### src/rtl/matrix_pkg.sv
// ============================================================================
// Module      : matrix_pkg
// Description : Shared types and sizing constants for the 8x8 LED matrix
//               column-scan sequencer and its frame store.
// Revision    : 1.0 - initial release
// ============================================================================
`default_nettype none

package matrix_pkg;

    localparam int MATRIX_COLS = 8;
    localparam int COL_IDX_W   = 3;
    localparam int ROW_W       = 8;
    localparam int BRIGHT_W    = 4;
    localparam int SLOT_TICKS  = 16;

    typedef enum logic [2:0] {
        IDLE  = 3'd0,
        LOAD  = 3'd1,
        ON    = 3'd2,
        OFF   = 3'd3,
        GUARD = 3'd4
    } scan_state_e;

endpackage

`default_nettype wire

### src/rtl/matrix_frame_buf.sv
// ============================================================================
// Module      : matrix_frame_buf
// Description : Double-buffered 8x8 frame store. Host writes go to the back
//               buffer, the scanner reads the front buffer; swap flips them.
// Revision    : 1.0 - initial release
// ============================================================================
`default_nettype none

module matrix_frame_buf
    import matrix_pkg::*;
(
    input  logic                 clk,
    input  logic                 rst_n,
    input  logic                 wr_en,
    input  logic [COL_IDX_W-1:0] wr_addr,
    input  logic [ROW_W-1:0]     wr_data,
    input  logic [COL_IDX_W-1:0] rd_addr,
    output logic [ROW_W-1:0]     rd_data,
    input  logic                 swap
);

    logic [ROW_W-1:0] mem_q [2][MATRIX_COLS];
    logic [ROW_W-1:0] mem_d [2][MATRIX_COLS];
    logic             front_q;
    logic             front_d;
    logic             back_sel;

    assign back_sel = ~front_q;

    // A write coinciding with a swap lands in the old back buffer, which is
    // the buffer that becomes front on the same edge.
    always_comb begin
        mem_d = mem_q;
        if (wr_en) begin
            mem_d[back_sel][wr_addr] = wr_data;
        end
        front_d = front_q ^ swap;
    end

    always_ff @(posedge clk) begin
        if (!rst_n) begin
            mem_q   <= '{default: '0};
            front_q <= 1'b0;
        end else begin
            mem_q   <= mem_d;
            front_q <= front_d;
        end
    end

    assign rd_data = mem_q[front_q][rd_addr];

endmodule

`default_nettype wire

### src/rtl/matrix_scan_ctrl.sv
// ============================================================================
// Module      : matrix_scan_ctrl
// Description : Column-scan sequencer for an 8x8 LED matrix with per-column
//               PWM brightness, anti-ghosting guard and frame-aligned swap.
// Revision    : 1.0 - initial release
// ============================================================================
`default_nettype none

module matrix_scan_ctrl
    import matrix_pkg::*;
#(
    parameter int DWELL_W      = 8,
    parameter int BLANK_CYCLES = 2
) (
    input  logic                 clk,
    input  logic                 rst_n,
    input  logic                 ena,
    input  logic [DWELL_W-1:0]   dwell_cycles,
    input  logic [BRIGHT_W-1:0]  brightness,
    input  logic                 wr_en,
    input  logic [COL_IDX_W-1:0] wr_addr,
    input  logic [ROW_W-1:0]     wr_data,
    input  logic                 swap_req,
    output logic                 swap_pending,
    output logic [COL_IDX_W-1:0] col_counter,
    output logic                 col_en,
    output logic [ROW_W-1:0]     row_out,
    output logic                 frame_start
);

    localparam logic [3:0]           GUARD_LAST = 4'(BLANK_CYCLES - 1);
    localparam logic [BRIGHT_W-1:0]  TICK_LAST  = BRIGHT_W'(SLOT_TICKS - 1);
    localparam logic [COL_IDX_W-1:0] COL_LAST   = COL_IDX_W'(MATRIX_COLS - 1);

    scan_state_e          state_q, state_d;
    logic [COL_IDX_W-1:0] col_q, col_d;
    logic [ROW_W-1:0]     row_q, row_d;
    logic [BRIGHT_W-1:0]  bright_q, bright_d;
    logic [DWELL_W-1:0]   dwell_q, dwell_d;
    logic [DWELL_W-1:0]   presc_q, presc_d;
    logic [BRIGHT_W-1:0]  tick_q, tick_d;
    logic [3:0]           guard_q, guard_d;
    logic                 pend_q, pend_d;

    logic                 tick;
    logic                 on_done;
    logic                 off_done;
    logic                 guard_done;
    logic                 do_swap;
    logic [ROW_W-1:0]     fb_rd_data;

    matrix_frame_buf u_frame_buf (
        .clk     (clk),
        .rst_n   (rst_n),
        .wr_en   (wr_en),
        .wr_addr (wr_addr),
        .wr_data (wr_data),
        .rd_addr (col_q),
        .rd_data (fb_rd_data),
        .swap    (do_swap)
    );

    // The tick counter runs across ON and OFF, so a slot is always 16 ticks.
    assign tick       = (presc_q == dwell_q);
    assign on_done    = tick && ((tick_q + 1'b1) == bright_q);
    assign off_done   = tick && (tick_q == TICK_LAST);
    assign guard_done = (guard_q == GUARD_LAST);
    assign do_swap    = ena && (state_q == GUARD) && guard_done
                        && (col_q == COL_LAST) && pend_q;

    always_ff @(posedge clk) begin
        if (!rst_n) begin
            state_q  <= IDLE;
            col_q    <= '0;
            row_q    <= '0;
            bright_q <= '0;
            dwell_q  <= '0;
            presc_q  <= '0;
            tick_q   <= '0;
            guard_q  <= '0;
            pend_q   <= 1'b0;
        end else begin
            state_q  <= state_d;
            col_q    <= col_d;
            row_q    <= row_d;
            bright_q <= bright_d;
            dwell_q  <= dwell_d;
            presc_q  <= presc_d;
            tick_q   <= tick_d;
            guard_q  <= guard_d;
            pend_q   <= pend_d;
        end
    end

    always_comb begin
        state_d = state_q;
        if (!ena) begin
            state_d = IDLE;
        end else begin
            case (state_q)
                IDLE:    state_d = LOAD;
                LOAD:    state_d = (brightness != '0) ? ON : OFF;
                ON:      if (on_done)    state_d = OFF;
                OFF:     if (off_done)   state_d = GUARD;
                GUARD:   if (guard_done) state_d = LOAD;
                default: state_d = IDLE;
            endcase
        end
    end

    // A request arriving on the swap edge itself survives for the next frame.
    always_comb begin
        col_d    = col_q;
        row_d    = row_q;
        bright_d = bright_q;
        dwell_d  = dwell_q;
        presc_d  = presc_q;
        tick_d   = tick_q;
        guard_d  = guard_q;
        pend_d   = swap_req | (pend_q & ~do_swap);
        if (!ena || (state_q == IDLE)) begin
            col_d = '0;
        end else begin
            case (state_q)
                LOAD: begin
                    row_d    = fb_rd_data;
                    bright_d = brightness;
                    dwell_d  = dwell_cycles;
                    presc_d  = '0;
                    tick_d   = '0;
                end
                ON, OFF: begin
                    presc_d = tick ? '0 : presc_q + 1'b1;
                    if (tick) begin
                        tick_d = tick_q + 1'b1;
                    end
                    guard_d = '0;
                end
                GUARD: begin
                    guard_d = guard_q + 1'b1;
                    if (guard_done) begin
                        col_d = col_q + 1'b1;
                    end
                end
                default: ;
            endcase
        end
    end

    always_comb begin
        col_en       = (state_q == ON);
        row_out      = col_en ? row_q : '0;
        frame_start  = (state_q == LOAD) && (col_q == '0);
        col_counter  = col_q;
        swap_pending = pend_q;
    end

endmodule

`default_nettype wire
### config.mk
export PLATFORM = sky130hd
export DESIGN_NAME = matrix_scan_ctrl
export DESIGN_NICKNAME = d
export VERILOG_FILES = /design/src/rtl/matrix_pkg.sv /design/src/rtl/matrix_frame_buf.sv /design/src/rtl/matrix_scan_ctrl.sv
export SDC_FILE = /design/constraint.sdc
export NUM_CORES = 1
export LEC_CHECK = 0
export ABC_CLOCK_PERIOD_IN_PS = 2620
export CAP_MARGIN = 15
export CORE_ASPECT_RATIO = 1.4
export CORE_UTILIZATION = 55
export CTS_CLUSTER_DIAMETER = 150
export DETAILED_ROUTE_END_ITERATION = 10
export PLACE_DENSITY_LB_ADDON = 0.08
export SLEW_MARGIN = 30
export SYNTH_ARGS = -nofsm -noshare
export SYNTH_HDL_FRONTEND = slang
export SYNTH_SLANG_ARGS = --single-unit
### constraint.sdc
create_clock -name clk -period 2.62 [get_ports clk]
set_input_delay 0.786 -clock clk [delete_from_list [all_inputs] [get_ports clk]]
set_output_delay 0.786 -clock clk [all_outputs]
set_load 0.005 [all_outputs]
==> results.toml <==
[global_routing]
first_global_vias = 5824
grt_max_degree = 75
grt-ovfl-total = 0
grt_pass1_wl_um = 29900
grt_util_all_layers_pct = 25.9
antenna_found_initial = 0

[run_status]
status = "completed"

[clocking]
cts.sinks = 172
insertion_delay_ns = 0.43
cts_tree = "built"
ctsRootBufferMaster = "clkbuf_16"
htree_levels = 4
clk_path_buf_depth = 2
cts_buffers = 17
ctsHoldBuffers = 0
clkTransAtPathRegs_ns = 0.06

[timing]
tightest_slew_ns = 0.741
rsz0062_at_grt = "false"
skew_ns = 0.00798
slew_headroom_pct = 50.5
slew_viol_final = 0
period_needed_ns = 2.57
maxClockFrequency_mhz = 389
report.final.setup_viol = 0
hold_viol_final = 0
tns_ns = 0
fin_crit_sh_pct = 98.1
worst_slack_ns = 0.0503

[worst_setup_path]
worstSetupStartpointType = "flop"
worstPathArrival_ns = 1.78
cp.depth = 4
cp-startpoint = "state_q[1]$_SDFFE_PN0P_"
endpoint_kind = "primary output"
setup.worst_path.end = "frame_start"
crit_chain = "buf_4, nor2_2, and4b_1, clkdlybuf4s50_1"
critical_path_class = "flop to primary output"
regToRegSetupSlack_ns = 0.55
cpMaxStageDelayCell = "clkdlybuf4s50_1"
cpPeakStageDelay_ns = 0.51
path_max_fanout = 7
rr_startpoint = "u_frame_buf.front_q$_SDFF_PN0_"
critPathTopFamily = "buffers and inverters"
rr_endpoint = "row_q[4]$_SDFFE_PN0P_"
path_buf_inv = 2
crit_required_ns = 1.83
r2r_cells = 5

[power_and_ir_drop]
ir_drop_mv = 0.441
power.leakage_nw = 3.82
power_density_nw_per_um2 = 623

[floorplanning]
dieHeight_um = 144
core_um2 = 14000
die-area_um2 = 14900
start_util_pct = 56.6
die_width_um = 104
core.rowCount = 51
ios = 42

[layout]
syn_to_final_growth_pct = 17.0
insertedDiodeCount = 0
finish.net_count = 848
final_cells = 1010
nFillCells = 1146
drive_gt1_share_pct = 13.3

[synth]
synth_most_common_cell = "dfxtp_1"
synth_edf_count = 0
syn_avg_cell_area_um2 = 10.3
synth_cells = 773
ys_seq_area_share_pct = 43.3
synth_top_cells_by_area = "dfxtp_1 (43%), mux2i_1 (16%), nor2_1 (6.8%)"
yosys_warnings = 0
ys_seq_elements = 172
syn-cell-area_um2 = 7950
syn_nets = 808
synth_top_cell_by_area = "dfxtp_1"
ys.flop_type = "dfxtp_1"
synthArstFlopShare_pct = 0
synth_top_area_share_pct = 43.3
synth_commonest_cells = "dfxtp_1 (172), nor2_1 (145), mux2i_1 (124)"
ys_types = 58

[route]
routed_wl_um = 18300
vias_per_cell = 5.79
first_iter_violations = 312
wire_per_inst_um = 18.2
ant_nets = 0
num_vias = 5850
drtPass1Iterations = 5
drc = 0

[run]
cap_violations = 0

[placed_design]
globalplace.congestion = 0.866
dp.cells = 977
hpwl_um = 12600
post-place-ws_ns = -0.0479
portBuffers = 41

[worst_hold_path]
hold_class = "flop to flop"
## layout by cell type (no fill, tap or decap), types with 4 or more instances in the layout
| cell type | count |
|---|---|
| dfxtp_1 | 167 |
| nor2_1 | 144 |
| mux2i_1 | 124 |
| nand2_1 | 44 |
| clkdlybuf4s50_1 | 38 |
| a21oi_1 | 33 |
| buf_4 | 30 |
| nand3_1 | 19 |
| a22oi_1 | 18 |
| mux4_1 | 18 |
| clkbuf_16 | 17 |
| and3_1 | 16 |
| xnor2_1 | 16 |
| mux4_2 | 12 |
| nand4_1 | 8 |
| nor3b_1 | 8 |
| a31o_1 | 8 |
| xor2_1 | 7 |
| ha_1 | 7 |
| nor2_4 | 5 |
| bufinv_16 | 5 |
| nor3_4 | 4 |
| inv_1 | 4 |
| nand2_2 | 4 |
| nor2b_1 | 4 |
| clkbuf_8 | 4 |
| dfxtp_2 | 4 |
## worst min-delay path by stage
stage	from	end	slack [ns]	depth (start not counted)
final	u_frame_buf.mem_q[55]$_SDFFE_PN0P_	u_frame_buf.mem_q[55]$_SDFFE_PN0P_	0.45	2
after global placement	u_frame_buf.mem_q[54]$_SDFFE_PN0P_	u_frame_buf.mem_q[54]$_SDFFE_PN0P_	0.44	2
after CTS	u_frame_buf.mem_q[55]$_SDFFE_PN0P_	u_frame_buf.mem_q[55]$_SDFFE_PN0P_	0.46	2
after detailed placement	u_frame_buf.mem_q[55]$_SDFFE_PN0P_	u_frame_buf.mem_q[55]$_SDFFE_PN0P_	0.45	2
after global routing	u_frame_buf.mem_q[55]$_SDFFE_PN0P_	u_frame_buf.mem_q[55]$_SDFFE_PN0P_	0.47	2
after floorplan	u_frame_buf.mem_q[49]$_SDFFE_PN0P_	u_frame_buf.mem_q[49]$_SDFFE_PN0P_	0.43	2
## metrics by stage
| stage | hold WS [ns] | instance area (µm²) | power, W | util (%) |
|---|---|---|---|---|
| after floorplan | 0.432 | 7950 | 0.00291 | - |
| after global placement | 0.441 | 8590 | 0.00304 | 61.2 |
| after detailed placement | 0.450 | 8590 | 0.00305 | 61.2 |
| after CTS | 0.458 | 9280 | 0.00583 | 66.1 |
| after global routing | 0.471 | 9300 | 0.00595 | 66.2 |
| final | 0.455 | 9300 | 0.00579 | 66.2 |
## tightest hold or removal path: stages, from the launching register on
cell and delay, ns:
dfxtp_1 0.31, nand2_1 0.05, a21oi_1 0.05
## flip-flops by register name, summed over array words and instances (netlist names)
register / count
row_q: 8
swap_pending: 1
dwell_q: 8
u_frame_buf.front_q: 1
bright_q: 4
u_frame_buf.mem_q: 128
col_counter: 3
state_q: 3
presc_q: 8
guard_q: 4
tick_q: 4
## layout make-up
class,count,area (µm²),share of cell area [%]
clock buffers,21,480,5.17
multi-input cells,542,4220,45.4
clock inverters,10,186,2.01
repair buffers,74,703,7.56
inverters,6,25.0,0.269
well taps,185,231,2.49
flip-flops and latches,172,3450,37.1
## power breakdown
group          switching, W  total (W)  leakage [nW]  internal, W
registers         0.0000214    0.00267          1.39      0.00265
logic              0.000195   0.000324          2.10     0.000129
clock network       0.00101    0.00280         0.329      0.00179
total               0.00123    0.00579          3.82      0.00456
## timing repair
item                                    4_1_cts  5_1_grt
buffers inserted                              2        0
endpoints found under the setup margin       10        9
hold endpoints to repair                      0        0
resized for setup                             4        6
## kinds of logic (layout without fill, tap and decap cells)
logic type	count (synthesis)	count (layout)	share of synthesized area (%)
AND/OR/NAND/NOR	280	280	17.2
AO/OA/AOI/OAI	73	73	6.03
adder cells (fa/ha/maj)	7	7	1.10
multiplexers	159	159	26.0
XOR/XNOR	23	23	2.53
buffers and inverters	59	111	3.73
flip-flops	172	172	43.3
## per-layer routing
metal / wire length [µm] / vias to the layer above / global-route usage (%)
met4: 479 / 0 / 11.7
met2: 9670 / 129 / 48.4
li1: - / 2825 / -
met3: 590 / 33 / 5.05
met1: 7610 / 2863 / 28.6
met5: 0 / - / 0
Note: power is estimated with default switching activity, not from simulation.
